File: src/rtl/pipeline_hazard_ctrl_if.sv
// Hazard-control bundle between the ID/EX stage logic and the hazard sequencer.
// The pipeline side is the master; the sequencer is the slave.
interface pipeline_hazard_ctrl_if #(
   parameter int REG_NUM_WIDTH = 4,
   parameter int FWD_WIDTH     = 2
);
   logic [REG_NUM_WIDTH-1:0] rn_1;
   logic [REG_NUM_WIDTH-1:0] rn_2;
   logic                     use_rn1;
   logic                     use_rn2;
   logic                     md_start;
   logic [REG_NUM_WIDTH-1:0] rd_ex;
   logic                     ex_write;
   logic                     ex_is_load;
   logic [REG_NUM_WIDTH-1:0] rd_mem;
   logic                     mem_write;
   logic                     branch_taken;

   logic                     stall_if;
   logic                     stall_id;
   logic                     bubble_ex;
   logic                     flush_id;
   logic [FWD_WIDTH-1:0]     fwd_1;
   logic [FWD_WIDTH-1:0]     fwd_2;
   logic                     md_busy;
   logic                     md_done;

   modport master (
      output rn_1, rn_2, use_rn1, use_rn2, md_start, rd_ex, ex_write, ex_is_load,
             rd_mem, mem_write, branch_taken,
      input  stall_if, stall_id, bubble_ex, flush_id, fwd_1, fwd_2, md_busy, md_done
   );

   modport slave (
      input  rn_1, rn_2, use_rn1, use_rn2, md_start, rd_ex, ex_write, ex_is_load,
             rd_mem, mem_write, branch_taken,
      output stall_if, stall_id, bubble_ex, flush_id, fwd_1, fwd_2, md_busy, md_done
   );
endinterface

File: src/rtl/pipeline_hazard_ctrl.sv
// Hazard and stall sequencer for the four-stage core: operand forwarding selects,
// load-use stalls, multiply/divide EX occupancy and taken-branch flushes.
module pipeline_hazard_ctrl #(
   parameter int REG_NUM_WIDTH = 4,
   parameter int FWD_WIDTH     = 2,
   parameter int MD_LATENCY    = 4
) (
   input logic                   clk,
   input logic                   rst_n,
   pipeline_hazard_ctrl_if.slave hz
);
   localparam int CNT_W = $clog2(MD_LATENCY);

   localparam logic [0:0] RUN     = 1'b0;
   localparam logic [0:0] MD_BUSY = 1'b1;

   localparam logic [FWD_WIDTH-1:0] FWD_RF  = FWD_WIDTH'(0);
   localparam logic [FWD_WIDTH-1:0] FWD_EX  = FWD_WIDTH'(1);
   localparam logic [FWD_WIDTH-1:0] FWD_MEM = FWD_WIDTH'(2);

   logic [0:0]       state;
   logic [0:0]       state_nxt;
   logic [CNT_W-1:0] md_cnt;
   logic [CNT_W-1:0] md_cnt_nxt;
   logic             lu;

   // A matching load in EX has no result yet, so only MEM may supply it.
   function automatic logic [FWD_WIDTH-1:0] fwd_sel(
      input logic                     use_rn,
      input logic [REG_NUM_WIDTH-1:0] rn,
      input logic                     ex_write,
      input logic                     ex_is_load,
      input logic [REG_NUM_WIDTH-1:0] rd_ex,
      input logic                     mem_write,
      input logic [REG_NUM_WIDTH-1:0] rd_mem
   );
      if (use_rn && ex_write && !ex_is_load && (rd_ex == rn)) return FWD_EX;
      if (use_rn && mem_write && (rd_mem == rn))              return FWD_MEM;
      return FWD_RF;
   endfunction

   assign lu = hz.ex_write && hz.ex_is_load &&
               ((hz.use_rn1 && (hz.rd_ex == hz.rn_1)) ||
                (hz.use_rn2 && (hz.rd_ex == hz.rn_2)));

   always_comb begin
      // NOTE: every signal written here gets a default first, so no path can infer a latch.
      state_nxt    = state;
      md_cnt_nxt   = md_cnt;
      hz.stall_if  = 1'b0;
      hz.stall_id  = 1'b0;
      hz.bubble_ex = 1'b0;
      hz.flush_id  = 1'b0;
      hz.fwd_1     = FWD_RF;
      hz.fwd_2     = FWD_RF;
      hz.md_busy   = 1'b0;
      hz.md_done   = 1'b0;

      if (rst_n) begin
         hz.fwd_1 = fwd_sel(hz.use_rn1, hz.rn_1, hz.ex_write, hz.ex_is_load,
                            hz.rd_ex, hz.mem_write, hz.rd_mem);
         hz.fwd_2 = fwd_sel(hz.use_rn2, hz.rn_2, hz.ex_write, hz.ex_is_load,
                            hz.rd_ex, hz.mem_write, hz.rd_mem);

         case (state)
            RUN: begin
               if (hz.branch_taken) begin
                  hz.flush_id  = 1'b1;
                  hz.bubble_ex = 1'b1;
               end else if (lu) begin
                  hz.stall_if  = 1'b1;
                  hz.stall_id  = 1'b1;
                  hz.bubble_ex = 1'b1;
               end else if (hz.md_start) begin
                  // Issue cycle counts toward occupancy, leaving MD_LATENCY-1 busy cycles.
                  state_nxt  = MD_BUSY;
                  md_cnt_nxt = CNT_W'(MD_LATENCY - 2);
               end
            end
            MD_BUSY: begin
               hz.md_busy   = 1'b1;
               hz.stall_if  = 1'b1;
               hz.stall_id  = 1'b1;
               hz.bubble_ex = 1'b1;
               md_cnt_nxt   = md_cnt - CNT_W'(1);
               if (md_cnt == '0) begin
                  hz.md_done = 1'b1;
                  state_nxt  = RUN;
                  md_cnt_nxt = '0;
               end
            end
            default: state_nxt = RUN;
         endcase
      end
   end

   always_ff @(posedge clk) begin
      // NOTE: sequential state uses non-blocking assignment so all flops update together.
      if (!rst_n) begin
         state  <= RUN;
         md_cnt <= '0;
      end else begin
         state  <= state_nxt;
         md_cnt <= md_cnt_nxt;
      end
   end
endmodule

File: src/flat_wrapper.sv
// flat-port wrapper written by rule: the top's interface ports become plain ports
module pipeline_hazard_ctrl_flat 
#(
   parameter int REG_NUM_WIDTH = 4,
   parameter int FWD_WIDTH     = 2,
   parameter int MD_LATENCY    = 4
)
  (clk, rst_n, hz_rn_1, hz_rn_2, hz_use_rn1, hz_use_rn2, hz_md_start, hz_rd_ex, hz_ex_write, hz_ex_is_load, hz_rd_mem, hz_mem_write, hz_branch_taken, hz_stall_if, hz_stall_id, hz_bubble_ex, hz_flush_id, hz_fwd_1, hz_fwd_2, hz_md_busy, hz_md_done);
  pipeline_hazard_ctrl_if #(.REG_NUM_WIDTH(REG_NUM_WIDTH), .FWD_WIDTH(FWD_WIDTH)) hz_i ();
  input logic clk;
  input logic rst_n;
  input wire logic [$bits(hz_i.rn_1)-1:0] hz_rn_1;
  input wire logic [$bits(hz_i.rn_2)-1:0] hz_rn_2;
  input wire logic [$bits(hz_i.use_rn1)-1:0] hz_use_rn1;
  input wire logic [$bits(hz_i.use_rn2)-1:0] hz_use_rn2;
  input wire logic [$bits(hz_i.md_start)-1:0] hz_md_start;
  input wire logic [$bits(hz_i.rd_ex)-1:0] hz_rd_ex;
  input wire logic [$bits(hz_i.ex_write)-1:0] hz_ex_write;
  input wire logic [$bits(hz_i.ex_is_load)-1:0] hz_ex_is_load;
  input wire logic [$bits(hz_i.rd_mem)-1:0] hz_rd_mem;
  input wire logic [$bits(hz_i.mem_write)-1:0] hz_mem_write;
  input wire logic [$bits(hz_i.branch_taken)-1:0] hz_branch_taken;
  output wire logic [$bits(hz_i.stall_if)-1:0] hz_stall_if;
  output wire logic [$bits(hz_i.stall_id)-1:0] hz_stall_id;
  output wire logic [$bits(hz_i.bubble_ex)-1:0] hz_bubble_ex;
  output wire logic [$bits(hz_i.flush_id)-1:0] hz_flush_id;
  output wire logic [$bits(hz_i.fwd_1)-1:0] hz_fwd_1;
  output wire logic [$bits(hz_i.fwd_2)-1:0] hz_fwd_2;
  output wire logic [$bits(hz_i.md_busy)-1:0] hz_md_busy;
  output wire logic [$bits(hz_i.md_done)-1:0] hz_md_done;
  assign hz_i.rn_1 = hz_rn_1;
  assign hz_i.rn_2 = hz_rn_2;
  assign hz_i.use_rn1 = hz_use_rn1;
  assign hz_i.use_rn2 = hz_use_rn2;
  assign hz_i.md_start = hz_md_start;
  assign hz_i.rd_ex = hz_rd_ex;
  assign hz_i.ex_write = hz_ex_write;
  assign hz_i.ex_is_load = hz_ex_is_load;
  assign hz_i.rd_mem = hz_rd_mem;
  assign hz_i.mem_write = hz_mem_write;
  assign hz_i.branch_taken = hz_branch_taken;
  assign hz_stall_if = hz_i.stall_if;
  assign hz_stall_id = hz_i.stall_id;
  assign hz_bubble_ex = hz_i.bubble_ex;
  assign hz_flush_id = hz_i.flush_id;
  assign hz_fwd_1 = hz_i.fwd_1;
  assign hz_fwd_2 = hz_i.fwd_2;
  assign hz_md_busy = hz_i.md_busy;
  assign hz_md_done = hz_i.md_done;
  pipeline_hazard_ctrl #(.REG_NUM_WIDTH(REG_NUM_WIDTH), .FWD_WIDTH(FWD_WIDTH), .MD_LATENCY(MD_LATENCY)) u_core (.clk(clk), .rst_n(rst_n), .hz(hz_i));
endmodule
File: config.mk
export PLATFORM = sky130hd
export DESIGN_NAME = pipeline_hazard_ctrl_flat
export DESIGN_NICKNAME = d
export VERILOG_FILES = /design/src/rtl/pipeline_hazard_ctrl_if.sv /design/src/rtl/pipeline_hazard_ctrl.sv /design/src/flat_wrapper.sv
export SDC_FILE = /design/constraint.sdc
export NUM_CORES = 1
export LEC_CHECK = 0
export ABC_AREA = 1
export CORE_MARGIN = 5
export CORE_UTILIZATION = 33
export DETAILED_ROUTE_END_ITERATION = 10
export GPL_TIMING_DRIVEN = 0
export PLACE_DENSITY = 0.81
export SYNTH_ARGS = -nofsm -noshare
export SYNTH_HDL_FRONTEND = slang
export SYNTH_SLANG_ARGS = --single-unit
export TNS_END_PERCENT = 10
File: constraint.sdc
create_clock -name clk -period 1.2 [get_ports clk]
set_input_delay 0.24 -clock clk [delete_from_list [all_inputs] [get_ports clk]]
set_output_delay 0.24 -clock clk [all_outputs]
set_load 0.01 [all_outputs]
==> results of run 1 <==
## final cells by class
| class | count | area share [%] |
|---|---|---|
| Buffer | 2 | 2.15 |
| Sequential cell | 3 | 7.46 |
| Tap cell | 15 | 2.15 |
| Clock buffer | 4 | 3.01 |
| Inverter | 19 | 8.46 |
| Timing Repair Buffer | 34 | 32.0 |
| Multi-Input combinational cell | 66 | 44.8 |
## layer usage
metal,vias up,part of all wire (%),global-route usage (%)
met1,296,35,13.6
met3,4,10,2.58
met5,-,0,0
met4,0,1.4,6.45
met2,27,53,27.1
li1,345,-,-
## timing repair
item	in CTS	in global routing
buffers inserted	1	0
gates resized for setup	137	22
gates cloned	0	0
endpoints found under the setup margin	13	9
pin swaps	23	19
## power groups by stage
stage	registers (mW)	clock network [mW]	logic, mW
floorplan	0.110	0	0.0967
CTS	0.111	0.189	0.210
detailed placement	0.112	0	0.224
global placement	0.111	0	0.219
global route	0.112	0.205	0.258
finish	0.111	0.180	0.235
## registers in the layout, summed over array words and instances, names as in the netlist
register	count
u_core.md_cnt	2
u_core.state	1
## synth_stat cells
master    count
buf_4         2
dfxtp_1       3
inv_1        18
inv_2         1
nand2_1      27
nand2_2       1
nand3_1       6
nand3b_1      2
nand4_1       3
nor2_1       12
nor4_1        2
o211ai_1      1
o21ai_1       1
or2_2         1
xnor2_1       4
xor2_1        6
## metrics by stage
| step | std cells | hold WS, ns | setup slack (ns) | setup TNS, ns |
|---|---|---|---|---|
| 2_1_floorplan | 90 | 0.409 | 0.000464 | 0 |
| 3_3_place_gp | 138 | 0.478 | -1.08 | -8.79 |
| 3_5_place_dp | 138 | 0.493 | -1.09 | -9.00 |
| 4_1_cts | 143 | 0.313 | -0.222 | -1.23 |
| 5_1_grt | 143 | 0.323 | -0.268 | -1.71 |
| 6_report | 143 | 0.324 | -0.187 | -1.09 |
## cells by family after synthesis
logic type	after synthesis	synth area share (%)
xor gates and xnor gates	10	18.2
AOI/OAI and AO/OA	2	2.60
and+or+nand+nor	54	48.8
buffers and inverters	21	17.9
DFF	3	12.5
## worst max-delay path by stage
stage / slack, ns / endpoint
after floorplan: 0.0005 / hz_stall_if
after global placement: -1.08 / hz_stall_if
after detailed placement: -1.09 / hz_stall_if
after CTS: -0.22 / hz_stall_if
after global routing: -0.27 / hz_stall_if
final: -0.19 / hz_stall_if
## worst max-delay path, delay by kind of cell
family	cells	cell delay, ns
compound gates	1	0.13
buf+inv	4	0.32
simple gates	6	0.46
==> results by group, run 1 <==
Global routing
  – Largest net degree at the start of global routing: 9
  – First-pass GRT wire length: 2260 um
  – GRT Util Overall: between 10% and 20%
  – Number of global-route vias before repair: 603
  – Antenna violations before repair: 0
  – Total gr overflow: 0

Timing
  – RSZ-0062 raised after global routing: true
  – Worst slew margin: between 80% and 90%
  – Final setup fails: 8
  – Fin. max-slew vios: 0
  – Final period util: 116%
  – Fmax achieved: between 700 and 800 MHz
  – Worst Skew: about 0.00055 ns
  – Slew @ Worst Pin: 0.262 ns
  – Hold Fails Final Rpt: 0
  – Final min period: between 1 and 1.5 ns
  – Final WS setup: -0.187 ns

Synthesis
  – Synthesized area per cell: 5.35 um^2
  – Largest cells by area after synthesis: nand2_1, inv_1, dfxtp_1
  – Number of library cell types mapped by synthesis: 16
  – Post-synthesis sequential area ratio: between 10% and 20%
  – Synthesized area: about 480 um^2
  – Syn Inst Count: 90
  – Syn_nets: between 100 and 150
  – FF+latch count, synth: 3
  – Synth area leader: nand2_1
  – Yosys warning count: 0
  – Share of the synthesized area in the top cell type: around a fifth

Setup path
  – Critical Path Slowest Stage Cell: o21ai_4
  – Kind of critical path: in -> out
  – R2R depth: 3
  – Critical Path Start: hz_rd_ex[1]
  – Reg-to-reg startpoint: u_core.md_cnt[1]
  – Crit start category: primary input
  – Worst path max stage delay: about 0.13 ns
  – CP Capture Type: primary output
  – Worst r2r dst: u_core.state
  – Worst Path Max Fanout: 3
  – Worst EP arrival: approximately 1.2 ns
  – Ordered cell list for the critical path: buf_6 > inv_2 > nand2_1 > nand2_1 > nor2_1 > nand3_1 > nand2_1 > nand2_2 > o21ai_4 > buf_6 > buf_6
  – R2r setup slk: roughly 0.36 ns
  – Required @ worst endpoint: ~0.96 ns

Min path
  – Worst hold path type: in -> reg
  – Min-delay src: rst_n
  – Worst Hold Endpoint: u_core.md_cnt[1]
  – Hold-critical path depth: 3

Placed design
  – Area after DPL: between 800 and 900 um^2
  – Final GP Congestion: 0.814
  – Final HPWL DP: approximately 1300 um
  – IO buf count: 33

Floorplanning
  – Die area: about 2300 um^2
  – Die W: ~48 um
  – Die Height: 48.2 um
  – # rows: 13
  – Initial Util: between 30% and 40%
  – # IOs: 35
  – Core area: approximately 1300 um^2

Route
  – Vias/cell: 4.70
  – DRT Pass-1 Iters: 4
  – Initial drt markers: 6
  – Drt drc: 0
  – Final WL: between 1500 and 2000 um
  – Antenna Violating Nets Remaining: 0
  – Wire per inst: between 10 and 15 um
  – Vias: about 670

Cells and area
  – Post-layout util: roughly two thirds
  – Nets: around 150
  – Post-route cell area: 872 um^2
  – Area occupied by multi-input gates: 390 um^2
  – Commonest cells after routing, fill and taps aside: nand2_1, buf_2, nor2_1, inv_1
  – ANT cells: 0
  – Fillers: approximately 140
  – Ratio of cells with drive above 1 in the final layout: a little under half
  – P&R area growth vs syn: 81.0%
  – Most common cell after layout, fill and taps aside: nand2_1
  – Reg area: 65.1 um^2

Pwr
  – Gate power share: 44.6%
  – Tot Pwr: 0.526 mW
  – Psw: 0.173 mW
  – Flop pwr share: about a fifth
  – Maximum vdd ir drop: 0.381 mV
  – Cell Pwr Density: 603 nW/um^2
  – Clock Power Share: 34.3%
  – Internal power: approximately 0.35 mW
  – Sw Ratio: between 30% and 40%
  – Lkg Pwr: 0.501 nW

Clock network
  – H-tree depth: 1
  – CTS max path bufs: 2
  – # clock sinks: 3
  – CTS buffer count: 3
  – Clock-pin slew on the worst setup and hold paths: roughly 0.04 ns
  – Root Driver: clkbuf_4
  – Worst-Skew Late Latency: roughly 0.24 ns
  – CTS tree: yes
  – Hold-fix buffers, CTS: 0

Outcome
  – Status: finished with violations
  – Failing checks: negative setup slack

Run
  – MaxCap Viol Count: 0
Power figures use the tool's default switching activity.
==> run 2: changes to the inputs <==
--- a/config.mk
+++ b/config.mk
@@ -8,6 +8,7 @@
 export ABC_AREA = 1
 export CORE_MARGIN = 5
 export CORE_UTILIZATION = 33
+export CTS_CLUSTER_SIZE = 20
 export DETAILED_ROUTE_END_ITERATION = 10
 export GPL_TIMING_DRIVEN = 0
 export PLACE_DENSITY = 0.81
==> results of run 2 <==
No change in the layout: final DEF, timing and power equal those of run 1.
==> run 3: changes to the inputs <==
==> constraint.sdc (replaced) <==
create_clock -name clk -period 1.43 [get_ports clk]
set_input_delay 0.286 -clock clk [delete_from_list [all_inputs] [get_ports clk]]
set_output_delay 0.286 -clock clk [all_outputs]
set_load 0.01 [all_outputs]
==> run 3 against run 2 <==
The flow still finishes with violations (negative setup slack). Final cell count rose by 0.70%. Flip-flop and latch count did not move. Global-route usage fell by 0.31 points. Critical path depth fell by 1. Total power fell by 16%. Register-to-register slack improved by 0.22 ns. Clock power fell by 19%.
==> results by group, run 3 (synthesis gave the netlist of run 1 again) <==
Global routing
  – GRT Util Overall: approximately 14%
  – Largest net degree at the start of global routing: 9
  – First-pass GRT wire length: ~2300 um
  – Antenna violations before repair: 0
  – Number of global-route vias before repair: between 600 and 700
  – Total gr overflow: 0

Clock network
  – Hold-fix buffers, CTS: 0
  – CTS buffer count: 3
  – Worst-Skew Late Latency: 0.23 ns
  – CTS max path bufs: 2
  – CTS tree: yes
  – Clock-pin slew on the worst setup and hold paths: 0.04 ns
  – # clock sinks: 3
  – H-tree depth: 1
  – Root Driver: clkbuf_4

Route
  – Final WL: around 1600 um
  – Antenna Violating Nets Remaining: 0
  – Wire per inst: 11.0 um
  – Vias: between 600 and 700
  – Vias/cell: 4.59
  – DRT Pass-1 Iters: 3
  – Initial drt markers: 5
  – Drt drc: 0

Placed design
  – IO buf count: 33
  – Final GP Congestion: 0.834
  – Final HPWL DP: around 1300 um

Setup path
  – Worst EP arrival: ~1.2 ns
  – CP Depth: 10
  – R2r setup slk: slightly below 0.6 ns
  – Critical Path Start: hz_rn_2[1]
  – CP Capture Type: primary output
  – Worst path max stage delay: about 0.12 ns
  – Kind of critical path: in -> out
  – Critical Path Slowest Stage Cell: o21ai_2
  – Ordered cell list for the critical path: buf_8 > nand2_2 > nand2_1 > nor2_1 > nand3_1 > nand2_2 > nand2_2 > o21ai_2 > buf_4 > buf_6
  – Crit-path leading delay family: simple AND/OR/NAND/NOR gates
  – Cell mode on critical path: nand2_2
  – Reg-to-reg startpoint: u_core.md_cnt[1]
  – Crit start category: primary input
  – R2R depth: 3
  – CP endpoint: hz_stall_if
  – Worst Path Max Fanout: 3
  – Worst r2r dst: u_core.state
  – Critical path buffer and inverter count: 3
  – Required @ worst endpoint: 1.14 ns

Floorplanning
  – Die area: about 2300 um^2
  – Die W: around 48 um
  – Core area: between 1000 and 1500 um^2
  – # IOs: 35
  – Initial Util: ~36%
  – Die Height: a little under 50 um
  – # rows: 13

Pwr
  – Psw: approximately 0.14 mW
  – Lkg Pwr: about 0.53 nW
  – Maximum vdd ir drop: approximately 0.42 mV
  – Gate power share: 46.0%
  – Internal power: between 0.2 and 0.3 mW
  – Sw Ratio: between 30% and 40%
  – Clock Power Share: 33.1%
  – Flop pwr share: roughly a fifth
  – Cell Pwr Density: roughly 500 nW/um^2

Cells and area
  – Most flops, register: u_core.md_cnt
  – Max reg flops: 2
  – Largest regs: u_core.md_cnt x2, u_core.state x1
  – Ratio of cells with drive above 1 in the final layout: 45.7%
  – Most common cell after layout, fill and taps aside: nand2_1
  – Commonest cells after routing, fill and taps aside: nand2_1, buf_2, inv_1
  – ANT cells: 0
  – Nets: 155
  – Fillers: approximately 140
  – P&R area growth vs syn: 84.4%

Timing
  – Final period util: 103%
  – Setup TNS: -0.0957 ns
  – Hold Fails Final Rpt: 0
  – Final setup fails: 4
  – RSZ-0062 raised after global routing: true
  – Final WS setup: -0.0378 ns
  – WHS: approximately 0.37 ns
  – Worst slew margin: 82.3%
  – Slew @ Worst Pin: between 0.2 and 0.3 ns
  – Final min period: approximately 1.5 ns
  – Fin. max-slew vios: 0
  – Fmax achieved: 681 MHz
  – Worst Skew: around 0.0040 ns

Outcome
  – Failing checks: negative setup slack
  – Status: finished with violations

Run
  – MaxCap Viol Count: 0

Min path
  – Worst hold path type: in -> reg
run 3: worst min path at each step:
stage	startpoint	to	slack (ns)	cells past startpoint
finish	rst_n	u_core.md_cnt[1]	0.37	3
global route	rst_n	u_core.md_cnt[1]	0.42	3
CTS	rst_n	u_core.md_cnt[1]	0.36	3
detailed placement	u_core.md_cnt[1]	u_core.md_cnt[0]	0.49	2
global placement	u_core.md_cnt[1]	u_core.md_cnt[0]	0.48	2
floorplan	hz_md_start	u_core.md_cnt[0]	0.45	3
run 3: layout make-up:
class	instances	area (um^2)	area share, %
multi-input cells	66	409	46.1
repair buffers	35	285	32.1
inverters	19	73.8	8.31
flip-flops and latches	3	60.1	6.76
clock buffers	4	26.3	2.96
well taps	15	18.8	2.11
plain buffers	2	15.0	1.69
run 3: worst min-delay path: stages:
cell	delay (ns)
buf_4	0.14
o211ai_1	0.09
nand2_1	0.06
run 3: what timing repair did:
item | in CTS | in global routing
pin swaps | 16 | 22
setup endpoints to repair | 10 | 7
buffers inserted | 0 | 2
gates resized for setup | 108 | 43
run 3: power by group through the flow:
stage | sequential (mW) | combinational (mW) | clock [mW]
after CTS | 0.0923 | 0.164 | 0.152
after global placement | 0.0933 | 0.181 | 0
after global routing | 0.0928 | 0.221 | 0.159
after floorplan | 0.0925 | 0.0788 | 0
after detailed placement | 0.0933 | 0.185 | 0
final | 0.0923 | 0.202 | 0.146
run 3: metal layers:
metal | track usage, % | share of wire, %
met1 | 14.0 | 37
met2 | 26.6 | 54
met3 | 2.21 | 9.3
met4 | 4.84 | 0
met5 | 0 | 0
run 3: per-stage QoR:
step | cell area, um^2 | utilization (%) | power, mW | worst slack (ns) | instances
final | 888 | 66.6 | 0.440 | -0.0378 | 144
after global placement | 831 | 62.3 | 0.275 | -0.958 | 138
after floorplan | 482 | - | 0.171 | 0.0390 | 90
after global routing | 888 | 66.6 | 0.473 | -0.121 | 144
after detailed placement | 831 | 62.3 | 0.279 | -0.978 | 138
after CTS | 777 | 58.3 | 0.408 | -0.122 | 142
